==> src/rtl/pc_stack_if.sv <==
// ---------------------------------------------------------------------------
// pc_stack_if
// Control and status bundle for the program-counter / return-stack block.
//   master : drives en, op, D, clr_err; observes Q, depth, full, empty, ovf, unf
//   slave  : the pc_stack side of the same signals
// Parameters must match the pc_stack instance they are connected to.
// ---------------------------------------------------------------------------
interface pc_stack_if #(
  parameter int SIZE  = 16,
  parameter int DEPTH = 4
);
  localparam int DW = $clog2(DEPTH + 1);

  logic            en;       // advance enable
  logic [2:0]      op;       // 0 INC, 1 LOAD, 2 BRANCH, 3 CALL, 4 RET, 5-7 HOLD
  logic [SIZE-1:0] D;        // absolute target or signed branch offset
  logic            clr_err;  // clears sticky ovf/unf
  logic [SIZE-1:0] Q;        // current program counter
  logic [DW-1:0]   depth;    // valid return-stack entries
  logic            full;
  logic            empty;
  logic            ovf;      // sticky: CALL while full
  logic            unf;      // sticky: RET while empty

  modport master (
    output en, op, D, clr_err,
    input  Q, depth, full, empty, ovf, unf
  );

  modport slave (
    input  en, op, D, clr_err,
    output Q, depth, full, empty, ovf, unf
  );
endinterface

==> src/rtl/pc_stack.sv <==
// ---------------------------------------------------------------------------
// pc_stack
// Program counter with a circular return-address stack.
//   clk      : rising-edge clock
//   rst      : asynchronous active-low reset
//   bus      : pc_stack_if.slave -- en/op/D/clr_err in, Q/depth/full/empty/
//              ovf/unf out
// Operations: INC (Q+STEP), LOAD (D), BRANCH (Q+signed D), CALL (push Q+STEP,
// jump to D), RET (pop into Q).  A CALL on a full stack overwrites the oldest
// entry and sets ovf; a RET on an empty stack acts as INC and sets unf.
// ---------------------------------------------------------------------------
module pc_stack #(
  parameter int              SIZE    = 16,
  parameter logic [SIZE-1:0] STEP    = 1,
  parameter int              DEPTH   = 4,
  parameter logic [SIZE-1:0] RST_VAL = '0
) (
  input  logic       clk,
  input  logic       rst,
  pc_stack_if.slave  bus
);

  localparam int DW = $clog2(DEPTH + 1);
  localparam int PW = $clog2(DEPTH);
  localparam logic [DW-1:0] DEPTH_MAX = DW'(DEPTH);
  localparam logic [PW-1:0] PTR_MAX   = PW'(DEPTH - 1);

  typedef enum logic [2:0] {
    OP_INC    = 3'd0,
    OP_LOAD   = 3'd1,
    OP_BRANCH = 3'd2,
    OP_CALL   = 3'd3,
    OP_RET    = 3'd4
  } op_e;

  logic [SIZE-1:0] pc_q,    pc_d;
  logic [DW-1:0]   depth_q, depth_d;
  logic [PW-1:0]   ptr_q,   ptr_d;   // next slot to write; top entry is ptr_q-1
  logic            ovf_q,   ovf_d;
  logic            unf_q,   unf_d;
  logic [SIZE-1:0] stack_q [DEPTH];

  logic [SIZE-1:0] pc_inc;
  logic [PW-1:0]   ptr_inc;
  logic [PW-1:0]   ptr_dec;
  logic            is_full;
  logic            is_empty;
  logic            push;
  logic            ovf_set;
  logic            unf_set;

  assign pc_inc   = pc_q + STEP;
  assign ptr_inc  = (ptr_q == PTR_MAX) ? '0 : ptr_q + 1'b1;
  assign ptr_dec  = (ptr_q == '0) ? PTR_MAX : ptr_q - 1'b1;
  assign is_full  = (depth_q == DEPTH_MAX);
  assign is_empty = (depth_q == '0);

  always_comb begin
    // NOTE: every signal gets a default first so no path leaves it unassigned,
    // which would otherwise infer a latch.
    pc_d    = pc_q;
    depth_d = depth_q;
    ptr_d   = ptr_q;
    push    = 1'b0;
    ovf_set = 1'b0;
    unf_set = 1'b0;

    if (bus.en) begin
      case (op_e'(bus.op))
        OP_INC:    pc_d = pc_inc;
        OP_LOAD:   pc_d = bus.D;
        // Two's-complement add: a SIZE-bit wrap gives signed offset behaviour.
        OP_BRANCH: pc_d = pc_q + bus.D;
        OP_CALL: begin
          pc_d  = bus.D;
          push  = 1'b1;
          ptr_d = ptr_inc;
          // When full, ptr_q already points at the oldest entry, so the push
          // overwrites it and depth stays saturated.
          if (is_full) ovf_set = 1'b1;
          else         depth_d = depth_q + 1'b1;
        end
        OP_RET: begin
          if (is_empty) begin
            pc_d    = pc_inc;
            unf_set = 1'b1;
          end else begin
            pc_d    = stack_q[ptr_dec];
            ptr_d   = ptr_dec;
            depth_d = depth_q - 1'b1;
          end
        end
        default: ;  // 5-7 hold
      endcase
    end

    // Clear is independent of en; a same-cycle new event wins over the clear.
    ovf_d = ovf_set | (ovf_q & ~bus.clr_err);
    unf_d = unf_set | (unf_q & ~bus.clr_err);
  end

  // NOTE: sequential state uses non-blocking assignments so every flop samples
  // the pre-edge values, independent of statement order.
  always_ff @(posedge clk or negedge rst) begin
    if (!rst) begin
      pc_q    <= RST_VAL;
      depth_q <= '0;
      ptr_q   <= '0;
      ovf_q   <= 1'b0;
      unf_q   <= 1'b0;
    end else begin
      pc_q    <= pc_d;
      depth_q <= depth_d;
      ptr_q   <= ptr_d;
      ovf_q   <= ovf_d;
      unf_q   <= unf_d;
    end
  end

  // NOTE: the stack array is deliberately left out of reset; depth=0 makes
  // every entry invalid, so its contents are never observable after reset.
  always_ff @(posedge clk) begin
    if (push) stack_q[ptr_q] <= pc_inc;
  end

  assign bus.Q     = pc_q;
  assign bus.depth = depth_q;
  assign bus.full  = is_full;
  assign bus.empty = is_empty;
  assign bus.ovf   = ovf_q;
  assign bus.unf   = unf_q;

endmodule

==> src/flat_wrapper.sv <==
// flat-port wrapper written by rule: the top's interface ports become plain ports
module pc_stack_flat 
#(
  parameter int              SIZE    = 16,
  parameter logic [SIZE-1:0] STEP    = 1,
  parameter int              DEPTH   = 4,
  parameter logic [SIZE-1:0] RST_VAL = '0
)
  (clk, rst, bus_en, bus_op, bus_D, bus_clr_err, bus_Q, bus_depth, bus_full, bus_empty, bus_ovf, bus_unf);
  pc_stack_if #(.SIZE(SIZE), .DEPTH(DEPTH)) bus_i ();
  input  logic clk;
  input  logic rst;
  input wire logic [$bits(bus_i.en)-1:0] bus_en;
  input wire logic [$bits(bus_i.op)-1:0] bus_op;
  input wire logic [$bits(bus_i.D)-1:0] bus_D;
  input wire logic [$bits(bus_i.clr_err)-1:0] bus_clr_err;
  output wire logic [$bits(bus_i.Q)-1:0] bus_Q;
  output wire logic [$bits(bus_i.depth)-1:0] bus_depth;
  output wire logic [$bits(bus_i.full)-1:0] bus_full;
  output wire logic [$bits(bus_i.empty)-1:0] bus_empty;
  output wire logic [$bits(bus_i.ovf)-1:0] bus_ovf;
  output wire logic [$bits(bus_i.unf)-1:0] bus_unf;
  assign bus_i.en = bus_en;
  assign bus_i.op = bus_op;
  assign bus_i.D = bus_D;
  assign bus_i.clr_err = bus_clr_err;
  assign bus_Q = bus_i.Q;
  assign bus_depth = bus_i.depth;
  assign bus_full = bus_i.full;
  assign bus_empty = bus_i.empty;
  assign bus_ovf = bus_i.ovf;
  assign bus_unf = bus_i.unf;
  pc_stack #(.SIZE(SIZE), .STEP(STEP), .DEPTH(DEPTH), .RST_VAL(RST_VAL)) u_core (.clk(clk), .rst(rst), .bus(bus_i));
endmodule
==> config.mk <==
export PLATFORM = sky130hd
export DESIGN_NAME = pc_stack_flat
export DESIGN_NICKNAME = d
export VERILOG_FILES = /design/src/rtl/pc_stack_if.sv /design/src/rtl/pc_stack.sv /design/src/flat_wrapper.sv
export SDC_FILE = /design/constraint.sdc
export NUM_CORES = 1
export LEC_CHECK = 0
export CAP_MARGIN = 20
export CORE_MARGIN = 1
export CORE_UTILIZATION = 49
export DETAILED_ROUTE_END_ITERATION = 10
export DONT_BUFFER_PORTS = 1
export PLACE_DENSITY_LB_ADDON = 0.15
export SLEW_MARGIN = 20
export SYNTH_ARGS = -nofsm -noshare
export SYNTH_HDL_FRONTEND = slang
export SYNTH_SLANG_ARGS = --single-unit
==> constraint.sdc <==
create_clock -name clk -period 5.75 [get_ports clk]
set_clock_uncertainty 0.1 [all_clocks]
set_input_delay 1.15 -clock clk [delete_from_list [all_inputs] [get_ports clk]]
set_output_delay 1.15 -clock clk [all_outputs]
set_load 0.02 [all_outputs]
==> run_results.csv <==
group,metric,value,unit
logic_synthesis,yosys.area.top_type,"edfxtp_1",
logic_synthesis,synth_top_area_share,40.4,%
power,max-vdd-ir-drop,0.000200,V
sta,tns,0,ns
setup_path,critical_path.max_fanout,16,
power,p_switching,0.931,mW
logic_synthesis,synth_fp_nets,439,
global_routing,grt_pass1_wl,17.1,mm
clock_tree,cts_setup_buffers,0,
clock_tree,insertion_delay,0.37,ns
sta,hold_viol,0,
floorplan,die_w,101,um
logic_synthesis,synth_common_cells,"edfxtp_1, a21oi_1, nor2_1",
placement,globalplace.congestion,0.872,
sta,period_needed,3.09,ns
clock_tree,cts.htree.levels,3,
route,wire_per_inst,20.9,um
clock_tree,cts.sinks,87,
logic_synthesis,syn_inst,394,
clock_tree,cts_tree,"done",
finish,nFillCells,797,
setup_path,crit_path_end_kind,"flop",
job,cap_violations,0,
logic_synthesis,yosysMostFrequentCell,"edfxtp_1",
outcome,status,"completed",
setup_path,r2r.worst_path.cells,7,
floorplan,dieArea,10100,um2
floorplan,dieHeight,101,um
logic_synthesis,synth-edff-count,64,
global_routing,grt_max_degree,24,
logic_synthesis,postSynthAreaPerCell,12.1,um2
floorplan,core,9330,um2
logic_synthesis,ys_top_cells_by_area,"edfxtp_1, dfrtp_1, mux4_2, ha_1, xnor2_1",
sta,tightest_slew,1.00,ns
clock_tree,clk_pin_slew,0.11,ns
clock_tree,clock_path_buffers,2,
global_routing,overflow,0,
power,internal_power,1.46,mW
route,drc,0,
clock_tree,cts_resized,0,
power,sw_frac_of_total,39.0,%
sta,drv_slew,0,
finish,syn_to_final_growth,6.17,%
setup_path,rr_startpoint,"u_core.ptr_q[0]",
sta,slew_headroom,33.1,%
finish,antenna_cells,0,
clock_tree,cts_root_buffer,"clkbuf_8",
power,power_frac_seq,40.9,%
clock_tree,cts_made_buffers,9,
route,first_iter_violations,180,
floorplan,row_count,35,
route,drtPass1Iterations,4,
route,vias_per_cell,6.12,
setup_path,crit_arrival,2.97,ns
sta,setup_viol,0,
finish,nets,432,
power,power.leakage,1.82,nW
route,vias,3186,
setup_path,r2r_slack,2.73,ns
logic_synthesis,synth_async_sr_flop_share,26.4,%
power,clockPowerShare,20.5,%
sta,hold_slack,0.363,ns
logic_synthesis,synth_area,4760,um2
setup_path,crit_path_start_kind,"primary input",
min_path,min_path_type,"in -> async",
finish,drive_gt1_share,9.95,%
logic_synthesis,synth-main-ff-cell,"edfxtp_1",
global_routing,globalRouteTotalUtil,23.0,%
power,power_frac_comb,38.6,%
floorplan,io_pins,46,
placement,numPortBuffers,0,
route,ant_nets,0,
sta,post-route-period-util,53.7,%
logic_synthesis,synth_seq_cells,87,
setup_path,r2r-end,"u_core.bus.Q[4]",
sta,max_freq,324,MHz
logic_synthesis,yosys_warnings,0,
power,power_density,472,nW/um2
global_routing,grt_antenna_before_repair,0,
clock_tree,cts_hold_buf,0,
route,wl,10.9,mm
setup_path,cp.required,5.64,ns
setup_path,crit_type,"in -> reg",
setup_path,worstPathCellList,"nor2b_1 > and3_1 > and2_1",
global_routing,grt_pass1_vias,3097,
setup_path,crit_path_max_incr_delay,0.76,ns
setup_path,crit_slowest_cell,"nor2b_1",
logic_synthesis,ys_seq_area_share,52.4,%
placement,post-dp-hpwl,7.79,mm
sta,rsz0062_at_grt,"false",
floorplan,start_util,51.1,%
logic_synthesis,synth_cell_types,52,
==> final cells by class <==
| cell class | instances | area, um2 | share of cell area [%] |
|---|---|---|---|
| well taps | 129 | 161 | 3.19 |
| clock buffers | 9 | 124 | 2.45 |
| clock inverters | 7 | 101 | 2.00 |
| flip-flops and latches | 87 | 2500 | 49.4 |
| repair buffers | 1 | 7.51 | 0.148 |
| inverters | 15 | 56.3 | 1.11 |
| multi-input cells | 273 | 2110 | 41.7 |
==> routing by layer <==
metal	vias to the layer above	GRT usage (%)	part of all wire, %
met3	16	4.51	6.6
li1	1495	-	-
met5	-	0	0
met4	0	7.92	1.6
met2	112	34.3	45
met1	1563	33.8	47
==> critical path: cells and delay by family <==
family        cells  cell delay (ns)
simple gates      3             1.82
==> registers in the layout, summed over array words and instances (netlist names) <==
| signal | count |
|---|---|
| u_core.bus.depth | 3 |
| u_core.ptr_q | 2 |
| u_core.bus.Q | 16 |
| u_core.stack_q | 64 |
| u_core.bus.ovf | 1 |
| u_core.bus.unf | 1 |
==> cell usage in the layout (no fill, tap or decap), types with 15 or more instances in the layout <==
cell type,count
edfxtp_1,64
a21oi_1,27
nor2_1,26
o21ai_0,25
nand2_1,23
dfrtp_1,23
xnor2_1,20
ha_1,20
mux4_2,16
inv_1,15
==> cells by family after synthesis <==
kind of cell    Yosys count  synth area share [%]
xor+xnor                 27                  4.97
fa+ha+maj                22                  6.10
buf+inv                  34                  3.28
flops                    87                  52.4
compound gates          101                  13.9
mux                      18                  7.99
simple gates            105                  11.3
==> stage by stage <==
stage	setup slack (ns)	instance area, um2	power, mW	util (%)	cells
floorplan	2.63	4760	1.68	-	394
global route	2.46	5060	2.53	54.2	521
CTS	2.66	5060	2.40	54.2	521
finish	2.66	5060	2.39	54.2	521
detailed placement	2.29	4830	1.90	51.8	505
global placement	2.36	4830	1.89	51.8	505
==> how the worst max path moves through the flow <==
stage | start | to | slack [ns]
floorplan | bus_D[0] | u_core.bus.Q[14] | 2.63
global placement | bus_op[0] | u_core.stack_q[1][6] | 2.36
detailed placement | bus_op[0] | u_core.stack_q[1][6] | 2.29
CTS | bus_op[0] | u_core.stack_q[1][8] | 2.66
global route | bus_D[0] | u_core.bus.Q[14] | 2.46
finish | bus_op[0] | u_core.stack_q[3][10] | 2.66
==> power by group through the flow <==
stage	clock [mW]	combinational, mW	sequential (mW)
detailed placement	0	0.914	0.989
finish	0.489	0.922	0.977
global route	0.521	1.02	0.991
CTS	0.496	0.923	0.976
floorplan	0	0.725	0.950
global placement	0	0.905	0.984
Power figures use the tool's default switching activity.
